### config.mk
export PLATFORM = sky130hd
export DESIGN_NAME = data_path_mc_flat
export DESIGN_NICKNAME = d
export VERILOG_FILES = /design/src/rtl/data_path_mc_if.sv /design/src/rtl/data_path_mc.sv /design/src/flat_wrapper.sv
export SDC_FILE = /design/constraint.sdc
export NUM_CORES = 1
export LEC_CHECK = 0
export BUFFER_PORTS_ARGS = -buffer_cell sky130_fd_sc_hd__buf_2
export CELL_PAD_IN_SITES_DETAIL_PLACEMENT = 1
export CELL_PAD_IN_SITES_GLOBAL_PLACEMENT = 1
export CORE_AREA = 2 2 224 182
export DETAILED_ROUTE_END_ITERATION = 12
export DIE_AREA = 0 0 226 184
export HOLD_SLACK_MARGIN = 0.02
export PLACE_DENSITY = 0.74
export SYNTH_ARGS = -nofsm -noshare
export SYNTH_HDL_FRONTEND = slang
export SYNTH_SLANG_ARGS = --single-unit
### constraint.sdc
create_clock -name clk -period 4.4 [get_ports clk]
set_input_delay 0.22 -clock clk [delete_from_list [all_inputs] [get_ports clk]]
set_output_delay 0.22 -clock clk [all_outputs]
set_load 0.01 [all_outputs]
### src/rtl/data_path_mc_if.sv
// Instruction handshake and memory request/acknowledge bus for data_path_mc.
// master = datapath side, slave = fetch/memory side.
interface data_path_mc_if #(
  parameter int DATA_W = 16,
  parameter int MEM_AW = 8
);
  logic              instr_valid;
  logic              instr_ready;
  logic [15:0]       instr;
  logic              mem_req;
  logic              mem_we;
  logic [MEM_AW-1:0] mem_addr;
  logic [DATA_W-1:0] mem_wdata;
  logic [DATA_W-1:0] mem_rdata;
  logic              mem_ack;

  modport master (
    input  instr_valid, instr, mem_rdata, mem_ack,
    output instr_ready, mem_req, mem_we, mem_addr, mem_wdata
  );
  modport slave (
    output instr_valid, instr, mem_rdata, mem_ack,
    input  instr_ready, mem_req, mem_we, mem_addr, mem_wdata
  );
endinterface

### src/rtl/data_path_mc.sv
// Multi-cycle datapath: IDLE -> EXEC -> (MEM) -> WB, 8-entry register file.
// Optional overflow trap enabled by defining DATA_PATH_MC_OVF_TRAP_EN.
module data_path_mc #(
  parameter int DATA_W = 16,
  parameter int MEM_AW = 8,
  parameter int PC_W   = 8
) (
  input  logic              clk,
  input  logic              reset,
  data_path_mc_if.master    bus,
  output logic [DATA_W-1:0] out,
  output logic              done,
  output logic              redirect_valid,
  output logic [PC_W-1:0]   redirect_target,
  output logic              zero_flag,
  output logic              neg_flag,
`ifdef DATA_PATH_MC_OVF_TRAP_EN
  output logic              ovf_flag,
  output logic              trap
`else
  output logic              ovf_flag
`endif
);
  localparam int M = DATA_W - 1;

  typedef enum logic [1:0] {IDLE, EXEC, MEM, WB} state_t;
  state_t state;

  logic [15:0]             ir;
  logic [7:0][DATA_W-1:0]  rf;
  logic                    rdy, mem_req_q, mem_we_q;
  logic [MEM_AW-1:0]       mem_addr_q;
  logic [DATA_W-1:0]       mem_wdata_q, res;
  logic                    we_r, flag_r, out_r, ovf_r;
  logic [PC_W-1:0]         tgt_r;

  logic [3:0] op;
  logic [2:0] rd_a, rs1_a, rs2_a, shamt;
  logic [5:0] imm;
  logic [8:0] jt;
  assign op    = ir[3:0];
  assign rd_a  = ir[6:4];
  assign rs1_a = ir[9:7];
  assign rs2_a = ir[12:10];
  assign imm   = ir[15:10];
  assign shamt = ir[15:13];
  assign jt    = ir[12:4];

  logic [DATA_W-1:0] a, b, d, immz, x_res;
  logic              x_ovf, x_we, x_flag, x_out, x_br, x_mem;
  logic [PC_W-1:0]   x_tgt;
  logic [MEM_AW-1:0] x_addr;

  always_comb begin
    a      = rf[rs1_a];
    b      = rf[rs2_a];
    d      = rf[rd_a];
    immz   = DATA_W'(imm);
    x_res  = '0;
    x_ovf  = 1'b0;
    x_out  = 1'b1;
    x_br   = 1'b0;
    x_tgt  = PC_W'(imm);
    x_mem  = 1'b0;
    x_addr = MEM_AW'(a + immz);
    case (op)
      4'd0: begin x_res = a + b; x_ovf = (a[M] == b[M]) && (x_res[M] != a[M]); end
      4'd1: x_res = a << shamt;
      4'd2: x_res = a >> shamt;
      4'd3: begin x_res = a - b; x_ovf = (a[M] != b[M]) && (x_res[M] != a[M]); end
      4'd4: x_res = a & b;
      4'd5: x_res = a | b;
      4'd6: x_res = immz;
      4'd7: x_mem = 1'b1;
      4'd8: begin x_mem = 1'b1; x_res = d; end
      4'd9: begin x_res = a + immz; x_ovf = (a[M] == immz[M]) && (x_res[M] != a[M]); end
      4'd10: begin x_res = d; x_br = (d == '0); end
      4'd11: begin x_res = d - a; x_br = (d == a); end
      // jump has nothing to compare, so it reports a zero difference
      4'd12: begin x_br = 1'b1; x_tgt = PC_W'(jt); end
      default: x_out = 1'b0;
    endcase
    x_flag = (op <= 4'd6) || (op == 4'd9);
    x_we   = x_flag || (op == 4'd7);
`ifdef DATA_PATH_MC_OVF_TRAP_EN
    if (x_ovf) x_we = 1'b0;
`endif
  end

  assign bus.instr_ready = rdy;
  assign bus.mem_req     = mem_req_q;
  assign bus.mem_we      = mem_we_q;
  assign bus.mem_addr    = mem_addr_q;
  assign bus.mem_wdata   = mem_wdata_q;

  always_ff @(posedge clk or negedge reset) begin
    if (!reset) begin
      state           <= IDLE;
      ir              <= '0;
      rf              <= '0;
      rdy             <= 1'b0;
      mem_req_q       <= 1'b0;
      mem_we_q        <= 1'b0;
      mem_addr_q      <= '0;
      mem_wdata_q     <= '0;
      res             <= '0;
      we_r            <= 1'b0;
      flag_r          <= 1'b0;
      out_r           <= 1'b0;
      ovf_r           <= 1'b0;
      tgt_r           <= '0;
      out             <= '0;
      done            <= 1'b0;
      redirect_valid  <= 1'b0;
      redirect_target <= '0;
      zero_flag       <= 1'b0;
      neg_flag        <= 1'b0;
      ovf_flag        <= 1'b0;
`ifdef DATA_PATH_MC_OVF_TRAP_EN
      trap            <= 1'b0;
`endif
    end else begin
      done           <= 1'b0;
      redirect_valid <= 1'b0;
`ifdef DATA_PATH_MC_OVF_TRAP_EN
      trap           <= 1'b0;
`endif
      case (state)
        IDLE: begin
          rdy <= 1'b1;
          if (rdy && bus.instr_valid) begin
            ir    <= bus.instr;
            rdy   <= 1'b0;
            state <= EXEC;
          end
        end
        EXEC: begin
          res    <= x_res;
          we_r   <= x_we;
          flag_r <= x_flag;
          out_r  <= x_out;
          ovf_r  <= x_ovf;
          tgt_r  <= x_tgt;
          if (x_mem) begin
            state       <= MEM;
            mem_req_q   <= 1'b1;
            mem_we_q    <= (op == 4'd8);
            mem_addr_q  <= x_addr;
            mem_wdata_q <= d;
          end else begin
            state          <= WB;
            done           <= 1'b1;
            redirect_valid <= x_br;
`ifdef DATA_PATH_MC_OVF_TRAP_EN
            trap           <= x_ovf;
`endif
          end
        end
        MEM: begin
          // request fields stay frozen until the memory acknowledges
          if (bus.mem_ack) begin
            mem_req_q <= 1'b0;
            if (op == 4'd7) res <= bus.mem_rdata;
            state <= WB;
            done  <= 1'b1;
          end
        end
        WB: begin
          if (we_r)           rf[rd_a] <= res;
          if (out_r)          out <= res;
          if (redirect_valid) redirect_target <= tgt_r;
          if (flag_r) begin
            zero_flag <= (res == '0);
            neg_flag  <= res[M];
            ovf_flag  <= ovf_r;
          end
          rdy   <= 1'b1;
          state <= IDLE;
        end
        default: state <= IDLE;
      endcase
    end
  end
endmodule

### src/flat_wrapper.sv
// flat-port wrapper written by rule: the top's interface ports become plain ports
module data_path_mc_flat 
#(
  parameter int DATA_W = 16,
  parameter int MEM_AW = 8,
  parameter int PC_W   = 8
)
  (clk, reset, out, done, redirect_valid, redirect_target, zero_flag, neg_flag, ovf_flag, bus_instr_valid, bus_instr, bus_mem_rdata, bus_mem_ack, bus_instr_ready, bus_mem_req, bus_mem_we, bus_mem_addr, bus_mem_wdata);
  data_path_mc_if #(.DATA_W(DATA_W), .MEM_AW(MEM_AW)) bus_i ();
  input  logic clk;
  input  logic reset;
  output logic [DATA_W-1:0] out;
  output logic done;
  output logic redirect_valid;
  output logic [PC_W-1:0] redirect_target;
  output logic zero_flag;
  output logic neg_flag;
  output logic ovf_flag;
  input wire logic [$bits(bus_i.instr_valid)-1:0] bus_instr_valid;
  input wire logic [$bits(bus_i.instr)-1:0] bus_instr;
  input wire logic [$bits(bus_i.mem_rdata)-1:0] bus_mem_rdata;
  input wire logic [$bits(bus_i.mem_ack)-1:0] bus_mem_ack;
  output wire logic [$bits(bus_i.instr_ready)-1:0] bus_instr_ready;
  output wire logic [$bits(bus_i.mem_req)-1:0] bus_mem_req;
  output wire logic [$bits(bus_i.mem_we)-1:0] bus_mem_we;
  output wire logic [$bits(bus_i.mem_addr)-1:0] bus_mem_addr;
  output wire logic [$bits(bus_i.mem_wdata)-1:0] bus_mem_wdata;
  assign bus_i.instr_valid = bus_instr_valid;
  assign bus_i.instr = bus_instr;
  assign bus_i.mem_rdata = bus_mem_rdata;
  assign bus_i.mem_ack = bus_mem_ack;
  assign bus_instr_ready = bus_i.instr_ready;
  assign bus_mem_req = bus_i.mem_req;
  assign bus_mem_we = bus_i.mem_we;
  assign bus_mem_addr = bus_i.mem_addr;
  assign bus_mem_wdata = bus_i.mem_wdata;
  data_path_mc #(.DATA_W(DATA_W), .MEM_AW(MEM_AW), .PC_W(PC_W)) u_core (.clk(clk), .reset(reset), .bus(bus_i), .out(out), .done(done), .redirect_valid(redirect_valid), .redirect_target(redirect_target), .zero_flag(zero_flag), .neg_flag(neg_flag), .ovf_flag(ovf_flag));
endmodule
======== Word-level counts from Yosys, hierarchy flattened ========
Cells that the tools add are included.
cells by class
  $add $sub $neg .......................... 4
  multipliers ............................. 0
  divide/modulo/power cells ............... 0
  $lt $le $gt $ge ......................... 5
  equality and inequality tests ........... 25
  shift-type cells ........................ 2
  multiplexer cells ....................... 32
  bitwise logic cells ..................... 3
  reductions and logical operators ........ 25
operator list
  kind                                                        count
  one-hot mux 16 bit (10 select lines)                        1
  binary-select mux 16 bit (select 3 bit)                     3
  bitwise mux 128 bit                                         1
  two-way mux 16 bit                                          6
  demux 16 bit (select 3 bit)                                 1
  logical NOT 16 bit                                          2
  one-hot mux 16 bit (2 select lines)                         1
  subtractor 16 bit                                           2
  == test 4 bit, second input constant                        5
  adder 16 bit                                                1
  adder 16 x 6 -> 16 bit                                      1
  AND 16 bit                                                  1
  == test 16 bit                                              1
  == test 4 x 3 -> 1 bit, second input constant               4
  bitwise OR 16 bit                                           1
  left shift 16 x 3 -> 16 bit                                 1
  right shift 16 x 3 -> 16 bit                                1
  AND reduction 2 bit                                         7
  OR reduction 13 bit                                         1
  less-than comparator 3 x 4 -> 1 bit, second input constant  3
  two-way mux 1 bit                                           10
  == test 4 x 2 -> 1 bit, second input constant               2
  two-way mux 8 bit                                           1
  one-hot mux 2 bit (4 select lines)                          1
  other kinds (20)                                            38
word-level totals
  register bits after elaboration ......... 230
  latch bits .............................. 0
  memory bits (writable) .................. 0
  bits in read-only memories .............. 0
  output and inout bits ................... 56
  logic and storage cells ................. 124
  memories kept ........................... 0

======== Longest topological paths before layout ========
  depth in word-level cells ............... 6
  depth in mapped cells ................... 18

======== Least setup slack after synthesis ========
Ideal clock, no wire load.
  path kind ............................... register to register
  start point ............................. register u_core.ir[10]
  end point ............................... register u_core.res[8]
  setup time .............................. 0.104 ns
  data arrival time ....................... 4.133 ns
  path slack .............................. 0.163 ns
  cell stages (with the launch flop) ...... 16
  buffers on the path ..................... 2
  clock period less this slack ............ 4.237 ns
  cells stage by stage .................... dfrtp_1 clkbuf_1 clkbuf_1 mux4_2 mux2i_1 inv_1 ha_1 fa_1 a211oi_1 o21bai_1 a21oi_1 o21bai_1 a21oi_1 a221oi_1 o21bai_1 a221oi_1
between the ends
  word-level cells in the longest chain between the ends .. 5
ends and longest elaborated chain
  item                                             line                 text
  from (decl)                                      data_path_mc.sv:29   logic [15:0] ir;
  from (signal assigned)                           data_path_mc.sv:132  ir <= bus.instr;
  binary-select mux 16 bit (select 3 bit)          data_path_mc.sv:56   b = rf[rs2_a];
  two-way mux 16 bit (implied by the code)         data_path_mc.sv:56
  subtractor 16 bit, or another cell as far along  data_path_mc.sv:70   4'd3: begin x_res = a - b; x_ovf = (a[M] != b[M]) && (x_res[M] != a[M]); end
  one-hot mux 16 bit (10 select lines) (*)         data_path_mc.sv:66   case (op)
  one-hot mux 16 bit (2 select lines) (*)          data_path_mc.sv:128  case (state)
  to (signal assigned)                             data_path_mc.sv:138  res <= x_res;
  to (signal assigned)                             data_path_mc.sv:163  if (op == 4'd7) res <= bus.mem_rdata;
  to (decl)                                        data_path_mc.sv:33   logic [DATA_W-1:0] mem_wdata_q, res;
Every way passes the cells marked *; elsewhere a longest branch is shown, timed or not. The select of a mux whose other input is x is not followed.
A chain may end at the register's enable or synchronous reset.

======== Worst setup path after layout ========
  start point ............................. register u_core.ir[8]
  end point ............................... register u_core.res[15]
between the ends
  word-level cells in the longest chain between the ends .. 5
ends and longest elaborated chain
  item                                             line                 text
  binary-select mux 16 bit (select 3 bit) (*)      data_path_mc.sv:55   a = rf[rs1_a];
  two-way mux 16 bit (implied by the code) (*)     data_path_mc.sv:55
  subtractor 16 bit, or another cell as far along  data_path_mc.sv:78   4'd11: begin x_res = d - a; x_br = (d == a); end
  one-hot mux 16 bit (10 select lines) (*)         data_path_mc.sv:66
  one-hot mux 16 bit (2 select lines) (*)          data_path_mc.sv:128
Marks and branches as above.

==> impl_metrics.json <==
{
  "numCtsBuffers": 26,
  "area_growth_pct": 15.8,
  "fin_nets": 1929,
  "grt_pass1_wl_um": 106000,
  "maxSlewViolCount": 0,
  "drt_iter0_drc": 1675,
  "cp_common_cell": "a21oi_1",
  "min_period_over_period_pct": 96.2,
  "ys.flop_type": "dfrtp_1",
  "die-height_um": 184,
  "fmax_mhz": 236,
  "n_antenna_cell": 0,
  "synth_area_per_cell_sq_um": 10.5,
  "slew_headroom_pct": 20.5,
  "drcViolationCount": 0,
  "antenna_found_initial": 1,
  "regArea_sq_um": 5770,
  "clkSlewWorstSetupHoldPaths_ps": 70,
  "end_kind": "flip-flop",
  "synth-edff-count": 0,
  "synthDistinctLibCells": 88,
  "rsz0062_at_grt": "no",
  "grt_max_degree": 101,
  "hold_start": "bus_mem_rdata[10]",
  "synth_seq_cells": 230,
  "clk_path_buf_depth": 3,
  "hold_depth": 5,
  "critPathMaxFanout": 9,
  "routed_wirelength_um": 72300,
  "min_period_ps": 4230,
  "hpwl_um": 55500,
  "track_usage_pct": 34.9,
  "netlist_area_sq_um": 17500,
  "multi_input_area_sq_um": 10900,
  "setup_viol": 0,
  "regToRegSetupSlack_ps": 170,
  "timing.final.ws_setup_ps": 166,
  "cp_top_family": "simple AND/OR/NAND/NOR gates",
  "hold_violations": 0,
  "vias_per_cell": 6.61,
  "crit_path_top_delay_cell": "mux4_2",
  "min_to": "u_core.res[10]$_DFFE_PN0P_",
  "core-area_sq_um": 39100,
  "critPathMaxStageDelay_ps": 590,
  "r2r_start": "u_core.ir[8]$_DFFE_PN0P_",
  "synthCells": 1658,
  "drive_gt1_share_pct": 33.0,
  "path_buf_inv": 1,
  "hold_class": "in2reg",
  "yosysWarnings": 0,
  "grt_overflow": 0,
  "worstSetupStartpointType": "flip-flop",
  "async_reset_ff_share_pct": 100,
  "num_vias": 15632,
  "grt_pass1_vias": 15654,
  "critical_path_class": "reg2reg",
  "max_cap_violations": 0,
  "setup_tns_ps": 0,
  "cts-root-buf": "clkbuf_16",
  "tightestPinTransition_ps": 1190,
  "cp.arrival_ps": 4660,
  "avgRoutedWirePerCell_um": 30.6,
  "rr_worst_depth": 16,
  "status": "complete, no violations",
  "critical_path_required_ps": 4820,
  "die_area_sq_um": 41600,
  "cts_tree": "done",
  "num_io_pins": 92,
  "htree_levels": 1,
  "ys_seq_area_share_pct": 32.9,
  "ant_nets": 0,
  "cp_cell_sequence": "buf_4 > mux4_2 > mux2_4 > ha_1 > or2_2 > a21oi_1 > a21oi_1 > nand2_1 > nor2_1 > ha_1 > o32ai_1 > nor3_1 > o21ai_1 > nor3_2 > o221a_2 > a21oi_1",
  "whs_ps": 47.1,
  "clk_latency_ps": 560,
  "post_cts_buffers": 0,
  "initial_utilization_pct": 44.7,
  "rows": 65,
  "regToRegEndpoint": "u_core.res[15]$_DFFE_PN0P_",
  "cts.sinks": 230,
  "place.gp.congestion": 0.996,
  "syn-num-nets": 1774,
  "drt_pre_antenna_iters": 5,
  "io_buffers": 91,
  "place_ws_ps": 106,
  "die_w_um": 226,
  "fillerInstances": 4247,
  "finClkSkew_ps": 12.7
}
## state kept, by name (all words and copies together) (netlist names), 2 cells and up
signal,count
u_core.rf,128
u_core.bus.mem_wdata,16
u_core.ir,16
u_core.out,16
u_core.res,16
u_core.bus.mem_addr,8
u_core.redirect_target,8
u_core.tgt_r,8
u_core.state,2
## per-stage QoR
stage                     area (sq um)  instances  util (%)
final                            20200       2366      51.8
after global routing             20200       2366      51.8
after CTS                        20200       2365      51.7
after detailed placement         19100       2299      48.9
after global placement           19100       2299      48.9
after floorplan                  17500       1658         -
## final cells by class
type                       instances  area share [%]
clock buffer                      36            3.75
clock inverter                     9           0.556
inverter                          75            1.39
multi-input combinational       1239            54.0
sequential                       230            28.5
tap                              536            3.31
timing repair buffer             241            8.50
## layout by cell type (no fill, tap or decap), types with 25 or more instances in the layout
master / count
buf_2: 90
a221oi_1: 28
clkbuf_16: 27
a21oi_1: 79
dfrtp_1: 224
nor3_1: 25
ha_1: 76
nand2_1: 135
mux2_2: 192
buf_4: 122
inv_1: 62
xnor2_1: 26
mux4_2: 94
mux2i_1: 66
o21ai_0: 66
o22ai_1: 33
nor2_1: 107
## what timing repair did
item                                    in CTS  in global routing
endpoints found under the hold margin      103                  1
hold buffers                                21                  1
gates resized for setup                      0                  4
endpoints found under the setup margin       0                  4
## worst max-delay path by stage
stage | cells past startpoint | slack [ps] | endpoint | startpoint
2_1_floorplan | 15 | 160 | u_core.res[8]$_DFFE_PN0P_ | u_core.ir[10]$_DFFE_PN0P_
3_3_place_gp | 16 | 110 | u_core.res[15]$_DFFE_PN0P_ | u_core.ir[8]$_DFFE_PN0P_
3_5_place_dp | 16 | 110 | u_core.res[15]$_DFFE_PN0P_ | u_core.ir[8]$_DFFE_PN0P_
4_1_cts | 16 | 70 | u_core.res[15]$_DFFE_PN0P_ | u_core.ir[8]$_DFFE_PN0P_
5_1_grt | 16 | 10 | u_core.res[15]$_DFFE_PN0P_ | u_core.ir[8]$_DFFE_PN0P_
6_report | 16 | 170 | u_core.res[15]$_DFFE_PN0P_ | u_core.ir[8]$_DFFE_PN0P_
## layer usage
metal | vias to the layer above | track usage [%] | wire length (um)
li1 | 6563 | - | -
met5 | - | 0 | 13
met1 | 8021 | 49.3 | 31200
met4 | 2 | 11.0 | 2600
met2 | 899 | 53.5 | 31800
met3 | 147 | 7.50 | 6730
## cell families (layout without fill, tap and decap cells)
| group | count (synthesis) | after routing | synth area share (%) |
|---|---|---|---|
| AOI/OAI and AO/OA | 382 | 382 | 14.9 |
| and+or+nand+nor | 378 | 378 | 10.0 |
| muxes | 368 | 368 | 30.1 |
| DFF | 230 | 230 | 32.9 |
| buffers and inverters | 189 | 361 | 4.69 |
| adders and majority gates | 80 | 80 | 5.90 |
| xor gates and xnor gates | 31 | 31 | 1.55 |
## synthesized netlist by cell type, drive strengths merged, types with 5 or more instances
cell / number / area [sq um]
dfrtp: 230 / 5760
mux2: 194 / 2190
nand2: 135 / 507
nor2: 107 / 402
mux4: 94 / 2120
o21ai: 81 / 409
a21oi: 80 / 404
mux2i: 80 / 950
ha: 76 / 951
clkbuf: 75 / 282
inv: 73 / 274
buf: 39 / 258
o22ai: 33 / 206
a221oi: 30 / 275
nor3: 29 / 155
xnor2: 26 / 228
nand3: 22 / 110
nor2b: 19 / 119
a211oi: 17 / 133
nor4: 15 / 115
o211ai: 15 / 113
a31oi: 14 / 87.6
a21o: 12 / 90.1
o221ai: 11 / 103
nand2b: 10 / 62.6
a22oi: 9 / 67.6
o21a: 9 / 67.6
nand4: 8 / 50.1
o21bai: 7 / 52.6
and2: 6 / 37.5
o2111ai: 6 / 52.6
or2: 6 / 37.5
or3: 6 / 37.5
a211o: 5 / 43.8
and3: 5 / 31.3
o221a: 5 / 56.3
o22a: 5 / 43.8
xor2: 5 / 43.8
## worst reg2reg max path, delay by kind of cell, from the launching register on
kind / cells / cell delay, ps
flops: 1 / 540
buf+inv: 1 / 230
compound gates: 6 / 720
mux: 2 / 960
fa+ha+maj: 2 / 640
simple gates: 5 / 1010
Power is not shown: default switching activity piles up to over one toggle a cycle in this logic, so the estimate is an artifact.
